`src/rtl/arb_req_frontend_pkg.sv`:
```
// Shared constants and helpers for the arbiter requester front end.
// onehot0() is also used by the arbiter-side checkers.
package arb_req_frontend_pkg;

  localparam int NUM_CLIENTS = 4;
  localparam int ID_W        = 2;

  // True when no bit or exactly one bit of g is set
  function automatic logic onehot0(input logic [NUM_CLIENTS-1:0] g);
    return (g & (g - 1'b1)) == '0;
  endfunction

endpackage

```
`src/rtl/req_queue.sv`:
```
// Single-client FIFO. Pointers wrap naturally because DEPTH is a power of two.
// The storage array is not reset; only pointers and count are.
module req_queue #(
  parameter int DATA_W = 8,
  parameter int DEPTH  = 2
) (
  input  logic              clk,
  input  logic              rst,
  input  logic              push,
  input  logic              pop,
  input  logic [DATA_W-1:0] din,
  output logic [DATA_W-1:0] dout,
  output logic              full,
  output logic              empty
);

  localparam int PTR_W = $clog2(DEPTH);
  localparam int CNT_W = PTR_W + 1;

  logic [PTR_W-1:0]  wr_ptr;
  logic [PTR_W-1:0]  rd_ptr;
  logic [CNT_W-1:0]  count;
  logic [DATA_W-1:0] mem [DEPTH];
  logic              do_push;
  logic              do_pop;

  assign full    = (count == CNT_W'(DEPTH));
  assign empty   = (count == '0);
  assign do_push = push & ~full;
  assign do_pop  = pop & ~empty;
  assign dout    = mem[rd_ptr];

  always_ff @(posedge clk or negedge rst) begin
    if (!rst) begin
      wr_ptr <= '0;
      rd_ptr <= '0;
      count  <= '0;
    end else begin
      if (do_push) wr_ptr <= wr_ptr + PTR_W'(1);
      if (do_pop)  rd_ptr <= rd_ptr + PTR_W'(1);
      case ({do_push, do_pop})
        2'b10:   count <= count + CNT_W'(1);
        2'b01:   count <= count - CNT_W'(1);
        default: count <= count;
      endcase
    end
  end

  always_ff @(posedge clk) begin
    if (do_push) mem[wr_ptr] <= din;
  end

endmodule

```
`src/rtl/arb_req_frontend.sv`:
```
// Requester-side front end: four client FIFOs raise req, a one-hot grant pops
// one of them into a registered, id-tagged output; multi-hot grants set err.
module arb_req_frontend
  import arb_req_frontend_pkg::*;
#(
  parameter int DATA_W = 8,
  parameter int DEPTH  = 2
) (
  input  logic                          clk,
  input  logic                          rst,
  input  logic [NUM_CLIENTS-1:0]        in_valid,
  input  logic [NUM_CLIENTS*DATA_W-1:0] in_data,
  output logic [NUM_CLIENTS-1:0]        in_ready,
  output logic [NUM_CLIENTS-1:0]        req,
  input  logic [NUM_CLIENTS-1:0]        grant,
  output logic                          out_valid,
  output logic [DATA_W-1:0]             out_data,
  output logic [ID_W-1:0]               out_id,
  output logic                          err
);

  logic [NUM_CLIENTS-1:0] full;
  logic [NUM_CLIENTS-1:0] empty;
  logic [NUM_CLIENTS-1:0] push;
  logic [NUM_CLIENTS-1:0] pop;
  logic [DATA_W-1:0]      head [NUM_CLIENTS];

  logic                   grant_ok;
  logic                   grant_bad;
  logic                   vld_p0;
  logic [ID_W-1:0]        id_p0;
  logic [DATA_W-1:0]      data_p0;

  assign in_ready = ~full;
  assign req      = ~empty;

  for (genvar gi = 0; gi < NUM_CLIENTS; gi++) begin : g_client
    assign push[gi] = in_valid[gi] & in_ready[gi];

    req_queue #(
      .DATA_W (DATA_W),
      .DEPTH  (DEPTH)
    ) u_queue (
      .clk   (clk),
      .rst   (rst),
      .push  (push[gi]),
      .pop   (pop[gi]),
      .din   (in_data[gi*DATA_W +: DATA_W]),
      .dout  (head[gi]),
      .full  (full[gi]),
      .empty (empty[gi])
    );
  end

  // Grant to an empty queue is a normal artefact of arbiter latency, not an error
  assign grant_ok  = (grant != '0) && onehot0(grant);
  assign grant_bad = !onehot0(grant);
  assign pop       = grant_ok ? (grant & req) : '0;

  always_comb begin
    vld_p0  = 1'b0;
    id_p0   = '0;
    data_p0 = '0;
    for (int i = 0; i < NUM_CLIENTS; i++) begin
      if (pop[i]) begin
        vld_p0  = 1'b1;
        id_p0   = ID_W'(i);
        data_p0 = head[i];
      end
    end
  end

  // p0 -> output register
  always_ff @(posedge clk or negedge rst) begin
    if (!rst) begin
      out_valid <= 1'b0;
      out_data  <= '0;
      out_id    <= '0;
      err       <= 1'b0;
    end else begin
      out_valid <= vld_p0;
      if (vld_p0) begin
        out_data <= data_p0;
        out_id   <= id_p0;
      end
      err <= err | grant_bad;
    end
  end

endmodule

```
`config.mk`:
```
export PLATFORM = sky130hd
export DESIGN_NAME = arb_req_frontend
export DESIGN_NICKNAME = d
export VERILOG_FILES = /design/src/rtl/arb_req_frontend_pkg.sv /design/src/rtl/req_queue.sv /design/src/rtl/arb_req_frontend.sv
export SDC_FILE = /design/constraint.sdc
export NUM_CORES = 1
export LEC_CHECK = 0
export CORE_AREA = 5 5 122 124
export DETAILED_ROUTE_END_ITERATION = 6
export DIE_AREA = 0 0 127 129
export MAX_ROUTING_LAYER = met4
export PLACE_DENSITY_LB_ADDON = 0.3
export SYNTH_ARGS = -nofsm -noshare
export SYNTH_HDL_FRONTEND = slang
export SYNTH_HIERARCHICAL = 1
export SYNTH_SLANG_ARGS = --single-unit
export TNS_END_PERCENT = 10
```
`constraint.sdc`:
```
create_clock -name clk -period 2.8 [get_ports clk]
set_clock_uncertainty 0.15 [all_clocks]
set_input_delay 0.42 -clock clk [delete_from_list [all_inputs] [get_ports clk]]
set_output_delay 0.42 -clock clk [all_outputs]
set_load 0.005 [all_outputs]
```
Word-level counts from Yosys, hierarchy flattened

Memories as Yosys holds them, arrays and structs flattened.
Cells that the tools add are included.

Register bits after elaboration: 28
RAM bits: 64
Bits of input ports: 42
Output and inout port bits: 20
Logic and storage cells: 110
Memories kept: 4

Memory list:

| memory                  | depth | width | rd ports | clocked after memory_dff | wr ports | RTL line        | text |
|---|---|---|---|---|---|---|---|
| g_client[0].u_queue.mem | 2     | 8     | 1        | 0                        | 1        | req_queue.sv:23 | `logic [DATA_W-1:0] mem [DEPTH];` |
| g_client[1].u_queue.mem | 2     | 8     | 1        | 0                        | 1        | req_queue.sv:23 |  |
| g_client[2].u_queue.mem | 2     | 8     | 1        | 0                        | 1        | req_queue.sv:23 |  |
| g_client[3].u_queue.mem | 2     | 8     | 1        | 0                        | 1        | req_queue.sv:23 |  |

$add $sub $neg: 17
Equality and inequality tests: 12
Muxes and demuxes: 24
Bitwise operators: 25
Reductions and logical operators: 12

Operator list:

| kind                                             | number |
|---|---|
| 2-to-1 mux 8 bit                                 | 4 |
| == test 2 bit, second input constant             | 8 |
| one-hot mux 2 bit (2 select lines)               | 4 |
| 2-to-1 mux 1 bit                                 | 13 |
| bitwise AND 1 bit                                | 12 |
| adder 1 bit, second input constant               | 8 |
| adder 2 x 1 -> 2 bit, second input constant      | 4 |
| bitwise AND 4 bit                                | 2 |
| == test 2 x 1 -> 1 bit, second input constant    | 4 |
| logical NOT 2 bit                                | 4 |
| NOT 1 bit                                        | 8 |
| NOT 4 bit                                        | 2 |
| nonzero test 2 bit                               | 4 |
| subtractor 2 x 1 -> 2 bit, second input constant | 4 |
| logical NOT 4 bit                                | 1 |
| 2-to-1 mux 2 bit                                 | 2 |
| 2-to-1 mux 4 bit                                 | 1 |
| nonzero test 4 bit                               | 1 |
| subtractor 4 x 1 -> 4 bit, second input constant | 1 |
| logical AND 1 bit                                | 1 |
| logical NOT 1 bit                                | 1 |
| bitwise OR 1 bit                                 | 1 |

Logic depth before layout (Yosys ltp)

Gate-level depths: netlist of run 1.

Word-level depth: 9
Depth in mapped cells: 10

Modules after synthesis

Netlist of run 1, hierarchy kept.

By module, submodules not included:

| module           | times used | cells each | area an instance (um^2) | sequential area each (um^2) |
|---|---|---|---|---|
| req_queue        | 4          | 43         | 772.0                   | 580.6 |
| arb_req_frontend | 1          | 82         | 809.5                   | 300.3 |

Worst setup path before layout of run 1

Ideal clock, no wire load.

Path kind: input-to-reg
Start: input port grant[1]
End: register g_client[3].u_queue.count[1]
Setup time: 0.079 ns
Arrival time: 1.965 ns
Slack: 0.606 ns
Stages: 7
Cells stage by stage: or2_2 -> or3_1 -> inv_2 -> nor2b_2 -> ha_1 -> nor2_1 -> xor2_1

Word-level cells in the longest chain between the ends: 8
Elaborated cells on any way between the ends: 11

RTL lines:

| what                                                                            | RTL line                   | text |
|---|---|---|
| start: declaration                                                              | arb_req_frontend.sv:15     | `input logic [NUM_CLIENTS-1:0] grant,` |
| subtractor 4 x 1 -> 4 bit                                                       | arb_req_frontend_pkg.sv:10 | `return (g & (g - 1'b1)) == '0;` |
| bitwise AND 4 bit                                                               | arb_req_frontend_pkg.sv:10 |  |
| logical NOT 4 bit                                                               | arb_req_frontend_pkg.sv:10 |  |
| logical AND 1 bit *                                                             | arb_req_frontend.sv:56     | `assign grant_ok = (grant != '0) && onehot0(grant);` |
| 2-to-1 mux 4 bit *                                                              | arb_req_frontend.sv:58     | `assign pop = grant_ok ? (grant & req) : '0;` |
| via pop[3]                                                                      | arb_req_frontend.sv:25     | `logic [NUM_CLIENTS-1:0] pop;` |
| bitwise AND 1 bit *                                                             | req_queue.sv:30            | `assign do_pop = pop & ~empty;` |
| via g_client[3].u_queue.do_pop                                                  | req_queue.sv:25            | `logic do_pop;` |
| == test 2 x 1 -> 1 bit / == test 2 bit (equally long branches)                  | req_queue.sv:41            | `case ({do_push, do_pop})` |
| one-hot mux 2 bit (2 select lines) / nonzero test 2 bit (equally long branches) | n/a                        |  |
| end signal: assignment                                                          | req_queue.sv:42            | `2'b10: count <= count + CNT_W'(1);` |
| end signal: assignment                                                          | req_queue.sv:43            | `2'b01: count <= count - CNT_W'(1);` |
| end signal: assignment                                                          | req_queue.sv:44            | `default: count <= count;` |
| end: declaration                                                                | req_queue.sv:22            | `logic [CNT_W-1:0] count;` |

Mark *: on every way through the listed nets, which the timed path passes. The rest lies on a longest branch.
A chain may end at the register's enable or synchronous reset.

Worst setup path after layout of run 1

Start: input port grant[2]
End: register g_client[0].u_queue.count[1]

Word-level cells in the longest chain between the ends: 8
Elaborated cells on any way between the ends: 11

RTL lines:

| what                                                                            | RTL line |
|---|---|
| subtractor 4 x 1 -> 4 bit                                                       | arb_req_frontend_pkg.sv:10 |
| bitwise AND 4 bit                                                               | arb_req_frontend_pkg.sv:10 |
| logical NOT 4 bit                                                               | arb_req_frontend_pkg.sv:10 |
| logical AND 1 bit *                                                             | arb_req_frontend.sv:56 |
| 2-to-1 mux 4 bit *                                                              | arb_req_frontend.sv:58 |
| via pop[0]                                                                      | arb_req_frontend.sv:25 |
| bitwise AND 1 bit *                                                             | req_queue.sv:30 |
| via g_client[0].u_queue.do_pop                                                  | req_queue.sv:25 |
| == test 2 x 1 -> 1 bit / == test 2 bit (equally long branches)                  | req_queue.sv:41 |
| one-hot mux 2 bit (2 select lines) / nonzero test 2 bit (equally long branches) | n/a |
| end signal: assignment                                                          | req_queue.sv:42 |
| end signal: assignment                                                          | req_queue.sv:43 |
| end signal: assignment                                                          | req_queue.sv:44 |
| end: declaration                                                                | req_queue.sv:22 |

Marked as above.

==> results of run 1 <==
sequential cells by signal, indices dropped and copies added, names as in the netlist:
register                 cells
out_valid                    1
g_client.u_queue/mem        64
g_client.u_queue/wr_ptr      4
g_client.u_queue/count       8
err                          1
g_client.u_queue/rd_ptr      4
out_id                       2
out_data                     8
layout make-up:
type / count / area (um2)
Inverter: 18 / 80.1
Tap cell: 180 / 225
Clock buffer: 11 / 233
Sequential cell: 92 / 2620
Multi-Input combinational cell: 138 / 1150
Clock inverter: 5 / 62.6
Timing Repair Buffer: 71 / 686
Fill cell: 1345 / 8600
layer usage:
layer	vias to the layer above	global-route usage [%]	wire, um
li1	1088	-	-
met1	1107	14.7	4100
met2	55	16.5	3810
met3	10	2.82	314
met4	0	4.35	149
met5	-	-	0
worst max-delay path, delay by kind of cell:
family                   cells  cell delay, ns
buffers and inverters        2            0.61
adder cells (fa/ha/maj)      1            0.27
XOR/XNOR                     1            0.15
AND/OR/NAND/NOR              4            1.11
how the worst max path moves through the flow:
stage	end	depth (start not counted)	from
floorplan	g_client[3].u_queue/count[1]	7	grant[1]
global placement	g_client[1].u_queue/count[1]	8	grant[2]
detailed placement	g_client[0].u_queue/count[1]	8	grant[2]
CTS	g_client[0].u_queue/count[1]	8	grant[2]
global route	g_client[0].u_queue/count[1]	8	grant[2]
finish	g_client[0].u_queue/count[1]	8	grant[2]
report_power, final:
group / switching [mW] / leakage, nW / internal [mW] / total, mW
logic: 0.641 / 0.821 / 0.813 / 1.45
registers: 0.304 / 0.918 / 1.92 / 2.22
clock network: 0.492 / 0.136 / 0.695 / 1.19
kinds of logic (layout without fill, tap and decap cells):
family | Yosys count | in the layout | synth area share [%]
DFF | 92 | 92 | 67.3
and+or+nand+nor | 58 | 58 | 9.41
muxes | 32 | 32 | 9.25
buffers and inverters | 24 | 105 | 3.15
AOI/OAI and AO/OA | 23 | 23 | 4.88
xor gates and xnor gates | 20 | 20 | 4.49
adders and majority gates | 5 | 5 | 1.54
cell usage after synthesis (5+ instances only):
| cell type | instances | area share (%) |
|---|---|---|
| xnor2_1 | 12 | 2.7 |
| edfxtp_1 | 64 | 49 |
| nand2_1 | 6 | 0.58 |
| nor2_1 | 15 | 1.4 |
| xor2_1 | 8 | 1.8 |
| nor3b_1 | 6 | 1.2 |
| inv_1 | 15 | 1.4 |
| a222oi_1 | 5 | 1.3 |
| nand2b_1 | 6 | 0.96 |
| dfrtp_1 | 28 | 18 |
| mux2_2 | 32 | 9.2 |
through the flow:
stage | hold WS, ns | cells | util (%) | worst slack, ns
detailed placement | 0.303 | 499 | 34.9 | 0.00925
global route | 0.361 | 515 | 37.0 | 0.205
global placement | 0.311 | 499 | 34.9 | 0.0727
floorplan | -0.0256 | 254 | - | 0.606
finish | 0.322 | 515 | 37.0 | 0.346
CTS | 0.322 | 515 | 37.0 | 0.362
cell usage in the layout, fill, tap and decap left out, types with 2 or more instances in the layout:
cell,synthesis,final
a2111oi_0,3,3
a222oi_1,5,5
a2bb2oi_1,4,4
and3_1,4,4
buf_4,0,10
clkbuf_1,0,2
clkbuf_16,0,9
clkdlybuf4s50_1,0,61
clkinv_4,0,2
clkinvlp_4,0,2
dfrtp_1,28,28
edfxtp_1,64,64
ha_1,4,4
inv_1,15,15
mux2_2,32,32
nand2_1,6,6
nand2b_1,6,6
nand2b_4,2,2
nand3_1,2,2
nor2_1,15,15
nor2b_1,4,4
nor2b_2,4,4
nor3b_1,6,6
o211ai_1,4,4
o22ai_1,4,4
or4b_4,2,2
xnor2_1,12,12
xor2_1,8,8
==> flow_summary.toml, run 1 <==
[grt]
overflow = 0
antenna_found_initial = 0
grt_pass1_wl_mm = 13.1
grt_pass1_vias = 2425
track_usage_pct = 11.1
grt_max_degree = 29

[place]
numPortBuffers = 61
place_hpwl_mm = 6.37
dpl_cell_area_mm2 = 0.00477
globalplace.congestion = 0.756

[floorplan]
ios = 62
die_w_um = 127
rows = 43
core_mm2 = 0.0137
die_h_um = 129
dieArea_mm2 = 0.0164
initial_core_util_pct = 28.5

[critical_path]
crit_type = "in -> reg"
cp.required_ns = 2.91
crit_path_cell_trace = "clkdlybuf4s50_1 -> or4b_4 -> nand2b_4 -> clkinv_1 -> nor2b_2 -> ha_1 -> nor2_1 -> xor2_1"
worstPathMaxFanout = 8
slowest_delay_ns = 0.59
reg2reg_to = "g_client[0].u_queue/count[1]"
rrSetupSlack_ns = 0.62
cp-end-kind = "flop"
rr_startpoint = "g_client[0].u_queue/count[0]"
crit_slowest_cell = "or4b_4"
reg2reg_depth = 8
critPathLaunchType = "primary input"
arrival_ns = 2.56

[clock_tree]
postCtsHoldBufs = 0
cts-htree-levels = 3
numCtsBuffers = 9
postCtsSetupBuffers = 0
clk_latency_ns = 0.34
clock_sinks = 92
clock_path_buffers = 2
path_clk_slew_ns = 0.06
post_cts_resize_count = 0
root_buffer = "clkbuf_16"
cts_tree = "yes"

[hold_path]
min_to = "err"
hp-class = "reg -> reg"
min_from = "err"
hold_depth = 1

[finish]
drive_above_1_share_pct = 20.9
area_delta_synth_final_pct = 29.9
antennaDiodeCount = 0
stdcell_area_mm2 = 0.00506
nNetsFinal = 376

[synthesis]
yosysSeqAreaShare_pct = 67.3
synth-edff-count = 64
yosysUniqueCellTypes = 38
yosys_warnings = 6
synth_area_per_cell_um2 = 15.3
ys_ff_latch = 92
synth_area_mm2 = 0.00390
syn_inst = 254
synthArstFlopShare_pct = 30.4
synthFlopType = "edfxtp_1"
syn_nets = 300

[detailed_routing]
vias_per_cell = 4.39
ant_nets = 0
drt-total-wl_mm = 8.38
vias = 2260
post_drt_wl_per_cell_um = 16.3
drt-pass1-iter-count = 4
drc = 0
initialDrtViolationCount = 152

[power]
max-vdd-ir-drop_uv = 360
p_leak_nw = 1.88
p_per_area_mw_per_mm2 = 961
finalPower_mw = 4.86

[flow_run]
maxCapViolCount = 0

[timing]
rsz0062_at_grt = "no"
hold_viol = 0
tightestPinTransition_ns = 0.424
max_slew_margin_pct = 71.7
period_needed_ns = 2.45
finalSetupTns_ns = 0
drv_slew = 0
fmax_mhz = 407
setup_viol = 0
finalCritPeriodShare_pct = 87.6

[status]
outcome = "complete, no violations"
(Power assumes the default switching activity.)
==> run 2, diff against run 1 <==
SLEW_MARGIN = 10   (was not set)
==> results of run 2 <==
The final DEF is identical to that of run 1; final timing and power are the same.
